<file path="config.mk">
export PLATFORM = sky130hd
export DESIGN_NAME = affine_addr_gen
export DESIGN_NICKNAME = d
export VERILOG_FILES = /design/src/rtl/affine_addr_gen_pkg.sv /design/src/rtl/affine_addr_gen_addr_dim_counter.sv /design/src/rtl/affine_addr_gen.sv
export SDC_FILE = /design/constraint.sdc
export NUM_CORES = 1
export LEC_CHECK = 0
export CORE_ASPECT_RATIO = 0.8
export CORE_MARGIN = 10
export CORE_UTILIZATION = 55
export DETAILED_ROUTE_END_ITERATION = 12
export PLACE_DENSITY = 0.83
export SETUP_SLACK_MARGIN = 0.3
export SLEW_MARGIN = 20
export SYNTH_ARGS = -nofsm -noshare
export SYNTH_HDL_FRONTEND = slang
export SYNTH_SLANG_ARGS = --single-unit
</file>
<file path="constraint.sdc">
create_clock -name clk_i -period 12.4 [get_ports clk_i]
set_input_delay 2.48 -clock clk_i [delete_from_list [all_inputs] [get_ports clk_i]]
set_output_delay 2.48 -clock clk_i [all_outputs]
set_load 0.02 [all_outputs]
</file>
<file path="src/rtl/affine_addr_gen_pkg.sv">
// Package: affine_addr_gen_pkg
// Shared types and default parameter values for the affine address generator.
//   state_t : controller states
//   cfg_t   : per-job configuration record at the default widths
package affine_addr_gen_pkg;

  localparam int DEF_NDIM     = 3;
  localparam int DEF_ADDR_W   = 32;
  localparam int DEF_CNT_W    = 16;
  localparam int DEF_STRIDE_W = 16;

  typedef enum logic {
    IDLE = 1'b0,
    RUN  = 1'b1
  } state_t;

  // Element [d] belongs to loop dimension d; dimension 0 is innermost.
  typedef struct packed {
    logic [DEF_ADDR_W-1:0]                    base;
    logic [DEF_NDIM-1:0][DEF_CNT_W-1:0]       extent;
    logic [DEF_NDIM-1:0][DEF_STRIDE_W-1:0]    stride;
  } cfg_t;

endpackage

</file>
<file path="src/rtl/affine_addr_gen_addr_dim_counter.sv">
// Module: addr_dim_counter
// One loop dimension: an index counter plus its running offset
// (idx * stride accumulated incrementally, so no multiplier is needed).
// Ports:
//   clk_i, rst_ni  clock, async active-low reset
//   clr_i          job start: idx and offset to zero (wins over step_i)
//   step_i         advance this dimension by one
//   extent_i       inclusive maximum index
//   stride_i       signed stride, sign-extended into the offset
//   at_max_o       idx is at extent
//   off_o          current offset, ADDR_W wide, wraps modulo 2^ADDR_W
module addr_dim_counter #(
  parameter int ADDR_W   = 32,
  parameter int CNT_W    = 16,
  parameter int STRIDE_W = 16
) (
  input  logic                clk_i,
  input  logic                rst_ni,
  input  logic                clr_i,
  input  logic                step_i,
  input  logic [CNT_W-1:0]    extent_i,
  input  logic [STRIDE_W-1:0] stride_i,
  output logic                at_max_o,
  output logic [ADDR_W-1:0]   off_o
);

  logic [CNT_W-1:0]  idx_q, idx_d;
  logic [ADDR_W-1:0] off_q, off_d;

  assign at_max_o = (idx_q == extent_i);
  assign off_o    = off_q;

  always_comb begin
    idx_d = idx_q;
    off_d = off_q;
    if (clr_i) begin
      idx_d = '0;
      off_d = '0;
    end else if (step_i) begin
      if (at_max_o) begin
        idx_d = '0;
        off_d = '0;
      end else begin
        idx_d = idx_q + CNT_W'(1);
        off_d = off_q + ADDR_W'(signed'(stride_i));
      end
    end
  end

  always_ff @(posedge clk_i or negedge rst_ni) begin
    if (!rst_ni) begin
      idx_q <= '0;
      off_q <= '0;
    end else begin
      idx_q <= idx_d;
      off_q <= off_d;
    end
  end

endmodule

</file>
<file path="src/rtl/affine_addr_gen.sv">
// Module: affine_addr_gen
// N-dimensional affine address generator. Streams
//   addr = base + sum_d(idx[d] * stride[d])
// in lexicographic order (dim 0 innermost) over a valid/ready port.
// Ports:
//   clk_i, rst_ni          clock, async active-low reset
//   start_i                begin a job (IDLE only); latches base/extent/stride
//   abort_i                cancel the running job, no done pulse
//   base_i                 job base address
//   extent_i               per-dim inclusive max index, dim d at [d*CNT_W +: CNT_W]
//   stride_i               per-dim signed stride, dim d at [d*STRIDE_W +: STRIDE_W]
//   addr_valid_o/ready_i   output handshake
//   addr_o, addr_last_o    current beat and final-beat flag
//   busy_o                 job running
//   done_o                 one-cycle pulse after the final beat is accepted
module affine_addr_gen
  import affine_addr_gen_pkg::*;
#(
  parameter int NDIM     = DEF_NDIM,
  parameter int ADDR_W   = DEF_ADDR_W,
  parameter int CNT_W    = DEF_CNT_W,
  parameter int STRIDE_W = DEF_STRIDE_W
) (
  input  logic                     clk_i,
  input  logic                     rst_ni,
  input  logic                     start_i,
  input  logic                     abort_i,
  input  logic [ADDR_W-1:0]        base_i,
  input  logic [NDIM*CNT_W-1:0]    extent_i,
  input  logic [NDIM*STRIDE_W-1:0] stride_i,
  output logic                     addr_valid_o,
  input  logic                     addr_ready_i,
  output logic [ADDR_W-1:0]        addr_o,
  output logic                     addr_last_o,
  output logic                     busy_o,
  output logic                     done_o
);

  // Same layout as cfg_t, but sized by this instance's parameters.
  typedef struct packed {
    logic [ADDR_W-1:0]                base;
    logic [NDIM-1:0][CNT_W-1:0]       extent;
    logic [NDIM-1:0][STRIDE_W-1:0]    stride;
  } job_cfg_t;

  state_t   state_q, state_d;
  job_cfg_t cfg_q, cfg_d;
  logic     done_q, done_d;
  logic     load, adv, hs, carry;

  logic [NDIM-1:0]             at_max, wrap, step;
  logic [NDIM-1:0][ADDR_W-1:0] off;
  logic [ADDR_W-1:0]           addr_sum;

  assign addr_valid_o = (state_q == RUN);
  assign busy_o       = (state_q == RUN);
  assign done_o       = done_q;
  assign hs           = addr_valid_o & addr_ready_i;

  always_comb begin
    state_d = state_q;
    load    = 1'b0;
    adv     = 1'b0;
    done_d  = 1'b0;
    case (state_q)
      IDLE: begin
        if (start_i) begin
          state_d = RUN;
          load    = 1'b1;
        end
      end
      RUN: begin
        // abort outranks a same-cycle handshake: that beat is dropped
        if (abort_i) begin
          state_d = IDLE;
        end else if (hs) begin
          adv = 1'b1;
          if (wrap[NDIM-1]) begin
            state_d = IDLE;
            done_d  = 1'b1;
          end
        end
      end
      default: state_d = IDLE;
    endcase
  end

  always_comb begin
    cfg_d = cfg_q;
    if (load) begin
      cfg_d.base   = base_i;
      cfg_d.extent = extent_i;
      cfg_d.stride = stride_i;
    end
  end

  always_ff @(posedge clk_i or negedge rst_ni) begin
    if (!rst_ni) begin
      state_q <= IDLE;
      cfg_q   <= '0;
      done_q  <= 1'b0;
    end else begin
      state_q <= state_d;
      cfg_q   <= cfg_d;
      done_q  <= done_d;
    end
  end

  // wrap[d]: dims 0..d all sit at their extent, so dim d+1 must carry.
  always_comb begin
    wrap  = '0;
    carry = 1'b1;
    for (int d = 0; d < NDIM; d++) begin
      carry   = carry & at_max[d];
      wrap[d] = carry;
    end
  end

  for (genvar d = 0; d < NDIM; d++) begin : g_dim
    if (d == 0) begin : g_inner
      assign step[d] = adv;
    end else begin : g_outer
      assign step[d] = adv & wrap[d-1];
    end

    addr_dim_counter #(
      .ADDR_W   (ADDR_W),
      .CNT_W    (CNT_W),
      .STRIDE_W (STRIDE_W)
    ) u_dim (
      .clk_i    (clk_i),
      .rst_ni   (rst_ni),
      .clr_i    (load),
      .step_i   (step[d]),
      .extent_i (cfg_q.extent[d]),
      .stride_i (cfg_q.stride[d]),
      .at_max_o (at_max[d]),
      .off_o    (off[d])
    );
  end

  always_comb begin
    addr_sum = cfg_q.base;
    for (int d = 0; d < NDIM; d++) begin
      addr_sum = addr_sum + off[d];
    end
  end

  // Only registered state feeds these, so backpressure cannot disturb them.
  assign addr_o      = addr_valid_o ? addr_sum : '0;
  assign addr_last_o = addr_valid_o & wrap[NDIM-1];

endmodule

</file>
; After elaboration in Yosys (flattened, before gate mapping)
; Index checks and enable logic that the tools add are counted.
[word_totals]
reg_bits = 274
latchBits = 0
ramBits = 0
mem_bits_ro = 0
out_inout_bits = 36
mem_count = 0
[classes]
addsub = 9
n_mul = 0
div_mod_pow = 0
magnitude_cmp = 0
n_eq_ne = 3
n_shift = 0
n_mux = 32
n_bitwise = 7
n_reduce_logical = 3
[op_table]
columns = cell, n
row1 = $mux 32, 10
row2 = $add 32x32->32, 6
row3 = $mux 16, 9
row4 = $add 16x1->16 const B, 3
row5 = $eq 16x16->1, 3
row6 = $mux 1, 12
row7 = $and 1x1->1, 6
row8 = $reduce_bool 2->1, 3
row9 = $pmux 1 s2, 1
row10 = $not 1->1, 1

; Longest topological paths before layout
[logic_depth]
word_depth = 7
mapped_depth = 16

; Hierarchy
; A second synthesis with hierarchy kept.
[unflattened]
cells_unflattened = 2192
area_unflattened_um2 = 20226.9
[by_module_without_submodules]
columns = mod, instances, cells_per_inst, area_per_inst_um2
row1 = affine_addr_gen, 1, 826, 8570.7
row2 = addr_dim_counter (g_dim[1].u_dim), 1, 464, 3890.0
row3 = addr_dim_counter (g_dim[0].u_dim), 1, 452, 3885.0
row4 = addr_dim_counter (g_dim[2].u_dim), 1, 450, 3881.2

; Worst setup path before layout
; No wires, ideal clock.
[synth_timing]
path_type = register to output
startpoint = register g_dim[0].u_dim.off_q[1]
endpoint = output addr_o[23]
t_arrival_ns = 3.955
slack_ns = 5.965
path_stages_with_launch = 17
n_path_buf = 0
cell_sequence = dfrtp_1 > inv_1 > fa_1 > fa_1 > inv_1 > ha_1 > fa_1 > a21o_1 > a21o_1 > a2111oi_2 > or3_1 > a21oi_1 > o21ai_0 > nand2b_1 > a31oi_1 > xnor2_1 > and2_1
[synth_via]
elab_chain_len = 4
[synth_rtl]
columns = element, line_no
row1 = from (decl), affine_addr_gen_addr_dim_counter.sv:28  ; logic [ADDR_W-1:0] off_q, off_d;
row2 = from (signal assigned), affine_addr_gen_addr_dim_counter.sv:53  ; off_q <= '0;
row3 = from (signal assigned), affine_addr_gen_addr_dim_counter.sv:56  ; off_q <= off_d;
row4 = $add 32x32->32 (3 in series), affine_addr_gen.sv:145  ; addr_sum = addr_sum + off[d];
row5 = $mux 32, affine_addr_gen.sv:150  ; assign addr_o = addr_valid_o ? addr_sum : '0;
row6 = to (decl), affine_addr_gen.sv:33  ; output logic [ADDR_W-1:0] addr_o,
; Every way passes these cells.

; Worst setup path after layout
[layout_timing]
startpoint = register g_dim[0].u_dim.off_q[1]
endpoint = output addr_o[31]
; The elaborated chain is that of the path after synthesis.

==> flow_metrics.py <==
metrics = {
    "finish": {
        "fillers": 2753,
        "drive_gt1_share_pct": 4.209,
        "final_cell_mix": "456 x nand2_1, 274 x dfrtp_1, 211 x inv_1",
        "layout.nets": 2676,
        "layout_commonest_cell": "nand2_1",
        "area_growth_pct": 16.96,
        "fin_cells": 2848,
        "design_area_um2": 22440,
        "diodes": 0,
    },
    "placement": {
        "port_buffers": 168,
        "preCtsSetupSlack_ns": 4.773,
        "dp_hpwl_mm": 38.91,
        "place_area_um2": 21280,
        "numPlacedInstances": 2790,
        "gp_congestion": 0.9437,
    },
    "synth": {
        "yosys.area.top_type": "dfrtp_1",
        "synth_cell_type_count": 72,
        "netlist_instances": 2216,
        "synthArstFlopShare_pct": 100.0,
        "synth.net_count": 2541,
        "synth_top_area_share_pct": 35.74,
        "synth_top_cells_by_area": "dfrtp_1 36%, nand2_1 8.9%, ha_1 8.3%, fa_1 6.8%, xnor2_1 4.2%",
        "ys.flop_type": "dfrtp_1",
        "ys_seq_area_share_pct": 35.74,
        "netlist_area_um2": 19180,
        "synth_edf_count": 0,
        "synth_warnings": 0,
        "synth.avg_cell_area_um2": 8.657,
        "yosys_register_bits": 274,
    },
    "cts": {
        "cts_setup_buffers": 0,
        "clock-sinks": 274,
        "clkTransAtPathRegs_ns": 0.06,
        "cts_buffers": 31,
        "tritoncts": "yes",
        "insertion_delay_ns": 0.60,
        "cts_resized": 0,
        "cts_hold_buf": 0,
        "cts_root_buf": "clkbuf_16",
        "clock_path_buffers": 3,
        "h-tree-depth": 1,
    },
    "critical_path": {
        "required_ns": 9.92,
        "critPathCaptureType": "output pin",
        "rrSetupSlack_ns": 7.56,
        "cp.arrival_ns": 5.86,
        "cp_max_fo": 4,
        "cp_cell_sequence": "inv_1, fa_1, fa_1, inv_1, ha_1, fa_1, a21o_1, a21o_1, a2111oi_2, or3_1, a21oi_1, o21ai_0, o211ai_1, a21oi_1, xnor2_1, and2_1, clkdlybuf4s50_1",
        "endpoint": "addr_o[31]",
        "critPathLaunch": "g_dim[0].u_dim.off_o[1]",
        "reg2reg_from": "g_dim[0].u_dim.idx_q[0]",
        "crit_path_frequent_cell": "fa_1",
        "crit_type": "reg -> out",
        "startpoint_type": "flip-flop",
        "r2r_end": "g_dim[2].u_dim.off_o[26]",
        "slowest_stage": "a2111oi_2",
        "max_stage_delay_ns": 0.62,
        "rr_worst_depth": 10,
    },
    "floorplanning": {
        "fp.dieW_um": 228.8,
        "core-area_um2": 34570,
        "die_h_um": 187.0,
        "rows": 61,
        "fp.dieArea_um2": 42800,
        "start_util_pct": 55.49,
        "ios": 169,
    },
    "drt": {
        "first_pass_iters": 6,
        "viasPerCell": 5.800,
        "post-route-drc-count": 0,
        "wl_per_cell_um": 18.69,
        "vias": 16519,
        "wl_mm": 53.23,
        "ant_nets": 0,
        "drtIter0Drc": 1833,
    },
    "sta": {
        "setup_tns_ns": 0,
        "hold_viol": 0,
        "skew_ns": 0.01630,
        "drv_slew": 0,
        "period_share_pct": 67.24,
        "setup_viol": 0,
        "tightest_slew_ns": 1.094,
        "post-route-worst-setup-slack_ns": 4.062,
        "finalCriticalPeriod_ns": 8.338,
        "rsz0062_at_grt": "no",
        "slew-limit-headroom_pct": 26.77,
        "timing.fmax_ghz": 0.1199,
    },
    "global_route": {
        "antenna_found_initial": 0,
        "grt_pass1_vias": 16696,
        "grt_max_degree": 171,
        "grtUsageTotal_pct": 24.60,
        "grt_first_pass_wirelength_mm": 87.68,
        "overflow": 0,
    },
    "min_path": {
        "hold_path.class": "reg -> reg",
    },
    "job": {
        "cap_violations": 0,
    },
    "status": {
        "outcome": "complete, no violations",
    },
    "power": {
        "total_power_w": 0.004861,
        "p_per_area_nw_per_um2": 216.6,
        "ir_drop_v": 0.0001407,
        "leakage_nw": 10.98,
    },
}
[cell usage after synthesis, types with 9 or more instances]
cell type / n
a211oi_1: 11
o21ai_1: 13
dfrtp_1: 274
xnor2_1: 93
xor2_1: 89
nor3_1: 14
clkbuf_1: 65
ha_1: 127
or3_1: 10
o22ai_1: 45
a31oi_1: 19
nor2_1: 86
o21bai_1: 21
nand3_1: 41
inv_1: 211
a21oi_1: 104
a21o_1: 74
o21a_1: 20
a22o_1: 9
fa_1: 65
nor2b_1: 13
nand2_1: 457
o31ai_1: 12
o21ai_0: 133
and3_1: 23
and2_1: 37
nand2b_1: 14
nand4_1: 24
[cell type report]
cell class                      count  area, um2  share of cell area, %
Timing Repair Buffer              179       1782                  7.941
Tap cell                          472      590.6                  2.632
Inverter                          212      795.8                  3.547
Sequential cell                   274       6857                  30.56
Clock buffer                       41      873.3                  3.892
Clock inverter                     17      284.0                  1.266
Multi-Input combinational cell   1653      11260                  50.16
[report_power, final]
group          internal (W)  switching [W]  total [W]
logic               0.00112        0.00150    0.00262
registers           0.00106       0.000139    0.00120
clock network      0.000642       0.000402    0.00104
total               0.00282        0.00204    0.00486
[sequential cells by signal (all words and copies together), names as in the netlist]
| signal | count |
|---|---|
| addr_valid_o | 1 |
| cfg_q | 128 |
| g_dim.u_dim.off_o | 96 |
| g_dim.u_dim.idx_q | 48 |
| done_o | 1 |
[worst max-delay path: cells and delay by family, from the launching register on]
kind | cells | cell delay (ns)
flops | 1 | 0.42
xor+xnor | 1 | 0.13
buf+inv | 3 | 0.74
simple gates | 2 | 0.46
fa+ha+maj | 4 | 1.63
compound gates | 7 | 1.89
[worst min path at each step]
stage	startpoint	to	slack [ns]	depth (start not counted)
floorplan	cfg_q[0]	cfg_q[0]	0.45	2
global placement	cfg_q[4]	cfg_q[4]	0.48	2
detailed placement	cfg_q[21]	cfg_q[21]	0.47	2
CTS	cfg_q[42]	cfg_q[42]	0.49	2
global route	cfg_q[21]	cfg_q[21]	0.52	2
finish	cfg_q[21]	cfg_q[21]	0.49	2
[routing by layer]
metal | routed length (um) | global-route usage (%) | vias up
li1 | - | - | 7752
met1 | 23740 | 34.26 | 7991
met2 | 23870 | 38.69 | 677
met3 | 4080 | 4.426 | 99
met4 | 1545 | 6.865 | 0
met5 | 0 | 0 | -
[logic make-up after synthesis]
family	share of synthesized area, %
xor gates and xnor gates	8.309
DFF	35.74
and+or+nand+nor	17.32
AOI/OAI and AO/OA	17.62
buffers and inverters	5.726
muxes	0.2217
adders and majority gates	15.07
[stage by stage]
stage	util, %	hold slack, ns
global route	64.90	0.5156
floorplan	-	0.4523
CTS	64.90	0.4858
global placement	61.54	0.4763
finish	64.90	0.4866
detailed placement	61.55	0.4710
Note: power is estimated with default switching activity, not from simulation.
